## config.mk

```make
export PLATFORM = sky130hd
export DESIGN_NAME = codec_slave_port
export DESIGN_NICKNAME = d
export VERILOG_FILES = /design/src/rtl/codec_slave_port.sv
export SDC_FILE = /design/constraint.sdc
export NUM_CORES = 1
export LEC_CHECK = 0
export BUFFER_PORTS_ARGS = -buffer_cell sky130_fd_sc_hd__clkbuf_2
export CORE_AREA = 2 2 149 151
export DETAILED_ROUTE_END_ITERATION = 7
export DIE_AREA = 0 0 151 153
export HOLD_SLACK_MARGIN = 0.08
export PLACE_DENSITY = 0.6
export SLEW_MARGIN = 10
export SYNTH_ARGS = -nofsm -noshare
export SYNTH_HDL_FRONTEND = slang
export SYNTH_SLANG_ARGS = --single-unit
```

## constraint.sdc

```tcl
create_clock -name clk -period 3.6 [get_ports clk]
set_clock_uncertainty 0.15 [all_clocks]
set_input_delay 0.18 -clock clk [delete_from_list [all_inputs] [get_ports clk]]
set_output_delay 0.18 -clock clk [all_outputs]
set_load 0.1 [all_outputs]
```

## src/rtl/codec_slave_port.sv

```systemverilog
// Codec-side slave of the serial audio link: deserializes DAC play words and serializes held ADC record words.
// Latency: link edge to internal event SYNC_STAGES+1 clk; DAC word 1 clk after its last bit; ADC bit <= SYNC_STAGES+2 clk after BCLK fall.
// No backpressure: the link master paces everything; DacValid, AdcLoad and FrameError are single-clk strobes.
module codec_slave_port #(
    parameter int WIDTH       = 24,
    parameter int SLOTS       = 32,
    parameter int SYNC_STAGES = 2
) (
    input  logic             clk,
    input  logic             reset,
    input  logic             BCLK,
    input  logic             LRCLK,
    input  logic             DAC_SDATA,
    output logic             ADC_SDATA,
    input  logic [WIDTH-1:0] LeftAdcData,
    input  logic [WIDTH-1:0] RightAdcData,
    output logic [WIDTH-1:0] LeftDacData,
    output logic [WIDTH-1:0] RightDacData,
    output logic             DacValid,
    output logic             AdcLoad,
    output logic             Locked,
    output logic             FrameError
);
    typedef enum logic [1:0] {ST_HUNT, ST_SYNC, ST_LOCKED} state_t;
    state_t state_q, state_d;

    logic [SYNC_STAGES-1:0] bclk_sr, lrclk_sr, dac_sr;
    logic                   bclk_d, bclk_s, lrclk_s, dac_s, rise, fall;
    logic                   lprev, boundary, good, frame_err_d;
    logic [5:0]             slot, slot_inc, cur_slot;
    logic [WIDTH-2:0]       shreg;
    logic [WIDTH-1:0]       rx_word, hold_l, hold_r, tx_word;
    logic                   tx_bit, copy_l, copy_r, left_got, dac_pend;

    always_ff @(posedge clk or negedge reset) begin
        if (!reset) begin
            bclk_sr  <= '0;
            lrclk_sr <= '0;
            dac_sr   <= '0;
            bclk_d   <= 1'b0;
        end else begin
            bclk_sr  <= {bclk_sr[SYNC_STAGES-2:0], BCLK};
            lrclk_sr <= {lrclk_sr[SYNC_STAGES-2:0], LRCLK};
            dac_sr   <= {dac_sr[SYNC_STAGES-2:0], DAC_SDATA};
            bclk_d   <= bclk_s;
        end
    end

    assign bclk_s   = bclk_sr[SYNC_STAGES-1];
    assign lrclk_s  = lrclk_sr[SYNC_STAGES-1];
    assign dac_s    = dac_sr[SYNC_STAGES-1];
    assign rise     = bclk_s & ~bclk_d;
    assign fall     = ~bclk_s & bclk_d;
    assign boundary = (lrclk_s != lprev);
    assign slot_inc = (slot == 6'd63) ? slot : slot + 6'd1;
    // Slot index of the bit now on the wire; shared by the receive (rise) and transmit (fall) paths.
    assign cur_slot = boundary ? 6'd0 : slot_inc;
    assign good     = (slot == 6'(SLOTS - 1));
    assign rx_word  = {shreg, dac_s};
    assign copy_l   = rise && (cur_slot == 6'(WIDTH - 1)) && (state_q == ST_LOCKED) && !lrclk_s;
    assign copy_r   = rise && (cur_slot == 6'(WIDTH - 1)) && (state_q == ST_LOCKED) && lrclk_s;
    assign tx_word  = lrclk_s ? hold_r : hold_l;
    assign Locked   = (state_q == ST_LOCKED);

    always_comb begin
        tx_bit = 1'b0;
        for (int i = 0; i < WIDTH; i++) begin
            if (cur_slot == 6'(WIDTH - i)) tx_bit = tx_word[i];
        end
    end

    always_comb begin
        state_d     = state_q;
        frame_err_d = 1'b0;
        if (rise && boundary) begin
            case (state_q)
                ST_HUNT:   state_d = ST_SYNC;
                ST_SYNC:   if (good) state_d = ST_LOCKED;
                ST_LOCKED: begin
                    if (!good) begin
                        state_d     = ST_SYNC;
                        frame_err_d = 1'b1;
                    end
                end
                default:   state_d = ST_HUNT;
            endcase
        end
    end

    always_ff @(posedge clk or negedge reset) begin
        if (!reset) begin
            state_q    <= ST_HUNT;
            FrameError <= 1'b0;
            slot       <= 6'd0;
            lprev      <= 1'b0;
            shreg      <= '0;
        end else begin
            state_q    <= state_d;
            FrameError <= frame_err_d;
            if (rise) begin
                slot  <= cur_slot;
                lprev <= lrclk_s;
                if (cur_slot < 6'(WIDTH)) shreg <= rx_word[WIDTH-2:0];
            end
        end
    end

    always_ff @(posedge clk or negedge reset) begin
        if (!reset) begin
            LeftDacData  <= '0;
            RightDacData <= '0;
            left_got     <= 1'b0;
            dac_pend     <= 1'b0;
            DacValid     <= 1'b0;
        end else begin
            dac_pend <= copy_r && left_got;
            DacValid <= dac_pend;
            if (copy_l) LeftDacData <= rx_word;
            if (copy_r) RightDacData <= rx_word;
            // A pair is only announced when both halves came from the same locked frame.
            if (state_q != ST_LOCKED) left_got <= 1'b0;
            else if (copy_l)          left_got <= 1'b1;
            else if (copy_r)          left_got <= 1'b0;
        end
    end

    always_ff @(posedge clk or negedge reset) begin
        if (!reset) begin
            hold_l    <= '0;
            hold_r    <= '0;
            AdcLoad   <= 1'b0;
            ADC_SDATA <= 1'b0;
        end else begin
            AdcLoad <= fall && (cur_slot == 6'd0) && !lrclk_s;
            if (fall && (cur_slot == 6'd0) && !lrclk_s) begin
                hold_l <= LeftAdcData;
                hold_r <= RightAdcData;
            end
            if (state_q != ST_LOCKED) ADC_SDATA <= 1'b0;
            else if (fall)            ADC_SDATA <= tx_bit;
        end
    end
endmodule

```

==> key figures, run 1 <==
Run status
  • Status: finished clean

Floorplanning
  • Die area: around 0.023 mm2
  • # rows: 54
  • Chip Width: around 150 um
  • Initial core utilization: between 20 and 30%
  • Io pins: roughly 110
  • Die H: 153 um
  • Core area: ~0.021 mm2

Place
  • Placed cell area: around 0.0072 mm2
  • GP Congestion: ~0.88
  • Port bufs: 105
  • Hpwl dp: 9.48 mm

GRT
  • GRT overflow: 0
  • Number of global-route vias before repair: 4,618
  • First-pass GRT wire length: 24.1 mm
  • Largest net degree at the start of global routing: between 100 and 150
  • Initial antenna violation count: 0
  • Total track usage: between 10% and 20%

Critical path
  • Crit Path Max Fanout: 15
  • Worst setup EP type: register
  • CP max-delay cell: o311ai_1
  • Setup CP Type: register to register
  • Crit-path max cell delay: ~0.65 ns
  • CP startpoint kind: register
  • Cells along the critical path: ha_1 > and3_1 > nand2_4 > o311ai_1 > a222oi_1 > or3b_2 > nand4_1 > o21ai_1
  • Critical Path RT: between 3 and 4 ns
  • Crit path DAT: 3.52 ns

Routing
  • Routed WL: between 10 and 15 mm
  • ANT nets after route: 0
  • Via density: 4.73
  • DR vias: around 4,300
  • Pre-Repair DR Iteration Count: 5
  • Number of remaining DRC errors: 0
  • DRC violation total after the first TritonRoute iteration: 265
  • WL per Instance: 15.7 um

Hold path
  • HP Class: register to register

Power
  • Net Sw Power: between 1 and 1.5 mW
  • Comb pwr share: roughly 18%
  • Sw Share: a little over a quarter
  • Seq pwr share: 44.9%
  • Pleak: roughly 3.9 nW
  • Power Density: 577 mW/mm2
  • Int Power: between 3 and 4 mW
  • Clock share of power: around 37%
  • Worst ir drop on vdd: between 0.2 and 0.3 mV
  • Overall Power: around 4.8 mW

Timing
  • Fmax: ~300 MHz
  • Rel. slew slack: between 30 and 40%
  • Final hold vios: 0
  • Least-Margin Pin Slew: approximately 1 ns
  • RSZ-0062 raised after global routing: no
  • Slew Viols, Final: 0
  • Final worst path period share: between 90 and 100%
  • # setup viols final: 0
  • Setup TNS: 0 ns
  • Minimum clock period: approximately 3.4 ns

Clock tree
  • CTS tree: built
  • TritonCTS buffer count: 17
  • CTS Buffer Depth: 2
  • Worst-skew pair later-pin latency: 0.42 ns
  • H-tree Lvls: 4
  • Clk sink count: about 140
  • Root Buffer Master: clkbuf_16
  • CTS clk-pin slew, worst paths: ~0.060 ns

Synth
  • Syn Nets: 514
  • Syn Inst Count: 460
  • Dominant synthesized flop cell: dfrtp_1
  • Mapped Area: 0.00638 mm2
  • FFs w/ async S/R, synth: between 90% and 100%
  • Post-synthesis sequential area ratio: a little under three fifths
  • Yosys reg bits: approximately 140
  • Ys Warns: 0
  • Synth cell types: 64
  • Post-synth EDFFs: 0
  • Syn avg cell area: around 14 um2

Finish
  • Post-Layout Inst Area: between 0.008 and 0.009 mm2
  • Most frequent cells in the layout: 141 x dfrtp_1, 106 x mux2_2, 104 x clkbuf_2
  • Area grow syn2layout: 30.1%
  • Most common cell after layout, fill and taps aside: dfrtp_1
  • Layout cells sized above 1: 45.9%
  • Antenna cells: 0
  • Nets: 673

Run
  • Max Cap Viol: 0
==> through the flow <==
stage	cells	util, %	hold slack (ns)	worst slack, ns
after floorplan	460	-	-0.266	0.934
after global placement	828	33.5	0.140	0.113
after detailed placement	828	33.5	0.142	-0.0540
after CTS	912	38.7	0.201	0.252
after global routing	912	38.7	0.213	0.0104
final	912	38.7	0.197	0.229
==> power by group through the flow <==
stage / Combinational [mW] / Sequential, mW / Clock (mW)
final: 0.864 / 2.15 / 1.77
after global routing: 0.944 / 2.21 / 1.90
after CTS: 0.870 / 2.15 / 1.82
after detailed placement: 0.821 / 2.18 / 0
after global placement: 0.794 / 2.16 / 0
after floorplan: 0.629 / 2.09 / 0
==> synthesized netlist by cell type, types with 3 or more instances <==
library cell / number / share of area, %
dfrtp_1: 141 / 55
mux2_2: 106 / 19
nand2_1: 24 / 1.4
mux2_4: 20 / 4.7
mux2i_1: 13 / 2.0
o21ai_0: 12 / 0.94
buf_2: 11 / 0.86
nor2_1: 9 / 0.53
a21oi_1: 8 / 0.63
buf_4: 7 / 0.82
buf_6: 6 / 1.1
nor2b_1: 6 / 0.59
and3_1: 5 / 0.49
nand4_1: 5 / 0.49
a221oi_1: 4 / 0.55
mux2_1: 4 / 0.71
nand2b_1: 4 / 0.39
nand3_1: 4 / 0.31
a211o_1: 3 / 0.41
and2_1: 3 / 0.29
inv_1: 3 / 0.18
nand2_2: 3 / 0.29
nor3_1: 3 / 0.24
o21ai_1: 3 / 0.24
==> layout make-up <==
class / instances / area (um2)
fill: 2041 / 13200
sequential: 141 / 3530
multi-input combinational: 291 / 2680
timing repair buffer: 165 / 1140
clock buffer: 18 / 429
tap: 280 / 350
clock inverter: 14 / 166
inverter: 3 / 11.3
==> per-layer routing <==
layer / vias up / global-route usage (%) / part of all wire, %
met5: - / 0 / 0
met4: 0 / 6.23 / 3.1
met3: 37 / 2.75 / 3.9
met2: 115 / 21.0 / 48
met1: 2151 / 17.2 / 45
li1: 2014 / - / -
==> registers in the layout, indices dropped and copies added (netlist names) <==
signal	cells
left_got	1
state_q	2
bclk_sr	2
RightDacData	24
FrameError	1
ADC_SDATA	1
lprev	1
shreg	23
bclk_d	1
dac_pend	1
slot	6
dac_sr	2
hold_l	24
AdcLoad	1
hold_r	24
lrclk_sr	2
DacValid	1
LeftDacData	24
==> critical path, delay by kind of cell (launching register included) <==
kind | cells | cell delay (ns)
flip-flops | 1 | 0.59
AND/OR/NAND/NOR | 4 | 1.19
adder cells (fa/ha/maj) | 1 | 0.41
AO/OA/AOI/OAI | 3 | 0.92
==> kinds of logic (layout without fill, tap and decap cells) <==
family / after synthesis / count (layout) / share of synthesized area (%)
muxes: 143 / 143 / 26.1
DFF: 141 / 141 / 55.3
and+or+nand+nor: 82 / 82 / 7.29
AOI/OAI and AO/OA: 63 / 63 / 7.55
buffers and inverters: 28 / 200 / 2.98
xor gates and xnor gates: 2 / 2 / 0.568
adders and majority gates: 1 / 1 / 0.196
==> worst paths after layout <==
path | endpoint | slack (ns) | cells past startpoint | from
worst max-delay path | ADC_SDATA | 0.23 | 8 | slot[0]
worst min-delay path | lrclk_sr[1] | 0.20 | 0 | lrclk_sr[0]
worst max register to register | ADC_SDATA | 0.23 | 8 | slot[0]
worst min register to register | lrclk_sr[1] | 0.20 | 0 | lrclk_sr[0]
max in group asynchronous | hold_r[1] | 2.15 | 3 | reset
min in group asynchronous | hold_l[6] | 0.30 | 2 | reset
==> timing repair <==
action / in CTS / in global routing
hold buffers: 52 / 0
endpoints found under the setup margin: 1 / 0
endpoints found under the hold margin: 158 / 0
setup buffers: 0 / 0
resized for setup: 1 / 0
Power figures use the tool's default switching activity.
==> inputs of run 2 (changes only) <==
ABC_AREA = 1   (was default)
CORE_AREA = 2 2 146 148   (was 2 2 149 151)
DIE_AREA = 0 0 148 150   (was 0 0 151 153)
PLACE_DENSITY = 0.59   (was 0.6)
==> key figures, run 2 <==
Routing
  • Number of remaining DRC errors: 0 (unchanged)
  • WL per Instance: 12.8 um (-19%)
  • ANT nets after route: 0 (unchanged)
  • Via density: 4.26 (-10%)
  • DRC violation total after the first TritonRoute iteration: 255 (-3.8%)
  • Routed WL: 14.7 mm (+2.2%)
  • DR vias: 4,875 (+13%)
  • Pre-Repair DR Iteration Count: 4 (-1)

GRT
  • GR peak layer: met2
  • GRT met2 Usage: 22.9% (+1.9 points)
  • Number of global-route vias before repair: 4,885 (+5.8%)
  • GRT overflow: 0 (unchanged)
  • Total track usage: 13.9% (+0.70 points)
  • Largest net degree at the start of global routing: 75 (-32%)
  • Routing usage on met1: 18.0% (+0.78 points)
  • Initial antenna violation count: 0 (unchanged)
  • First-pass GRT wire length: 24.3 mm (+0.81%)
  • GR Util met3: 3.32% (+0.58 points)

Synth
  • Post-synthesis sequential area ratio: 58.3% (+3.0 points)
  • FFs w/ async S/R, synth: 100% (unchanged)
  • Dominant synthesized flop cell: dfrtp_1
  • Post-synth top cells: 274 x nand2_1, 141 x dfrtp_1, 92 x o21ai_0
  • Mapped Area: 0.00605 mm2 (-5.2%)
  • Ys Warns: 0 (unchanged)
  • Syn Inst Count: 704 (+53%)
  • Top cell type's share of synthesized area: 58.3% (+3.0 points)
  • Most common cell in the netlist: nand2_1
  • Synth cell types: 35 (-45%)
  • Dominant cell type by area after synthesis: dfrtp_1
  • Syn avg cell area: 8.59 um2 (-38%)
  • Post-synth EDFFs: 0 (unchanged)
  • Yosys reg bits: 141 (unchanged)
  • Syn Nets: 758 (+47%)
  • Top cells by area, synth: dfrtp_1 58%, nand2_1 17%, o21ai_0 7.6%

Power
  • Worst ir drop on vdd: 0.294 mV (+1.7%)
  • Power Density: 590 mW/mm2 (+2.3%)
  • Overall Power: 4.70 mW (-1.8%)
  • Pleak: 3.94 nW (+1.1%)

Timing
  • Fmax: 322 MHz (+8.5%)
  • # setup viols final: 0 (unchanged)
  • Final worst path period share: 86.3% (-7.3 points)
  • Slew Viols, Final: 0 (unchanged)
  • PnR worst setup slack: 0.492 ns (+0.263 ns)
  • Setup TNS: 0 ns (unchanged)
  • RSZ-0062 raised after global routing: no
  • Least-Margin Pin Slew: 0.645 ns (-0.351 ns)
  • Final hold vios: 0 (unchanged)
  • Final Hold Slack: 0.162 ns (-0.0347 ns)
  • Minimum clock period: 3.11 ns (-0.263 ns)
  • Rel. slew slack: 57.0% (+23 points)

Floorplanning
  • # rows: 53 (-1.9%)
  • Initial core utilization: 29.2% (-0.47 points)
  • Die area: 0.0222 mm2 (-3.9%)
  • Chip Width: 148 um (-2.0%)
  • Io pins: 106 (unchanged)
  • Core area: 0.0207 mm2 (-3.7%)
  • Die H: 150 um (-2.0%)

Clock tree
  • CTS tree: built
  • TritonCTS buffer count: 17 (unchanged)
  • Clk sink count: 141 (unchanged)
  • Worst-skew pair later-pin latency: 0.41 ns (about the same)
  • H-tree Lvls: 4 (unchanged)
  • Setup Fix Bufs, Post-CTS: 0 (unchanged)
  • Root Buffer Master: clkbuf_16
  • CTS Hold Bufs: 52 (unchanged)
  • CTS clk-pin slew, worst paths: 0.06 ns (about the same)
  • CTS Buffer Depth: 2 (unchanged)
  • CTS resizes: 0 (-1)

Critical path
  • Setup CP Type: register to register
  • Critical Path RT: 3.79 ns (+0.04 ns)
  • Worst setup EP type: register
  • Crit Path Max Fanout: 9 (-6)
  • CP startpoint kind: register
  • Crit path DAT: 3.30 ns (-0.22 ns)

Place
  • Port bufs: 105 (unchanged)
  • Hpwl dp: 9.74 mm (+2.8%)
  • Pre-CTS setup slack: 0.546 ns (+0.600 ns)
  • Placed cell area: 0.00688 mm2 (-4.3%)
  • DP Cell Count: 1,061 (+28%)
  • GP Congestion: 0.872 (-0.80%)

Hold path
  • HP Class: input port to async pin

Run status
  • Status: finished clean

Finish
  • Layout cells sized above 1: 18.7% (-27 points)
  • Most common cell after layout, fill and taps aside: nand2_1
  • Post-Layout Cell Count: 1,145 (+26%)
  • Post-Layout Inst Area: 0.00797 mm2 (-4.0%)
  • Antenna cells: 0 (unchanged)
  • Most frequent cells in the layout: 274 x nand2_1, 141 x dfrtp_1, 104 x clkbuf_2
  • Final core utilization: 38.5% (-0.12 points)
  • Nets: 911 (+35%)
  • Area grow syn2layout: 31.8%

Run
  • Max Cap Viol: 0 (unchanged)
-- run 2: changes by cell type after synthesis, sizes merged, moves of 18 or more --
cell	change
buf	-18
clkbuf	+25
inv	+63
mux2	-130
nand2	+248
nand3	+19
nor2	+20
o21ai	+77
-- run 2: per-layer routing --
layer	up-vias	part of all wire (%)
li1	2538	-
met1	2239	47
met2	86	48
met3	12	3.6
met4	0	1.2
met5	-	0
-- run 2: path summary, 6_finish.rpt --
kind / end / slack (ns) / cells after the start / start
max: ADC_SDATA / 0.49 / 25 / slot[0]
max reg2reg: ADC_SDATA / 0.49 / 25 / slot[0]
min in group clk: dac_sr[1] / 0.20 / 0 / dac_sr[0]
min: AdcLoad / 0.16 / 2 / reset
min reg2reg: dac_sr[1] / 0.20 / 0 / dac_sr[0]
max in group asynchronous: shreg[8] / 2.29 / 3 / reset
-- run 2: critical path: stages (launching register included) --
cell and delay, ns:
dfrtp_1 0.48, ha_1 0.25, nand3_1 0.18, o21bai_2 0.18, nand2_1 0.06, nor2_1 0.24
nand2_1 0.15, nor2_1 0.23, o2111ai_1 0.14, nand4_1 0.11, nand2_1 0.05, nand3_1 0.06
nand2_1 0.05, nand2_1 0.06, nand2_1 0.05, nand3_1 0.06, nand2_1 0.05, nand2_1 0.06
nand2_1 0.04, nand2_1 0.05, nand2_1 0.05, nand2_1 0.05, nand2_1 0.04, nand2_1 0.05
nand2_1 0.05, a21oi_2 0.10
-- run 2: final cells by class --
type | instances | area [um2]
Inverter | 66 | 248
Sequential cell | 141 | 3530
Fill cell | 2101 | 12700
Tap cell | 275 | 344
Multi-Input combinational cell | 465 | 2150
Timing Repair Buffer | 166 | 1130
Clock inverter | 11 | 110
Clock buffer | 21 | 460
-- run 2: report_power, final --
| part | switching, mW | internal [mW] | total [mW] |
|---|---|---|---|
| Combinational | 0.576 | 0.329 | 0.905 |
| Clock | 0.687 | 0.996 | 1.68 |
| Sequential | 0.182 | 1.93 | 2.12 |
-- run 2: cell families after synthesis --
family	count (synthesis)	synth area share, %
DFF	141	58.3
adders and majority gates	1	0.207
and+or+nand+nor	339	22.8
muxes	6	0.993
buffers and inverters	98	6.35
AOI/OAI and AO/OA	116	10.6
xor gates and xnor gates	3	0.745
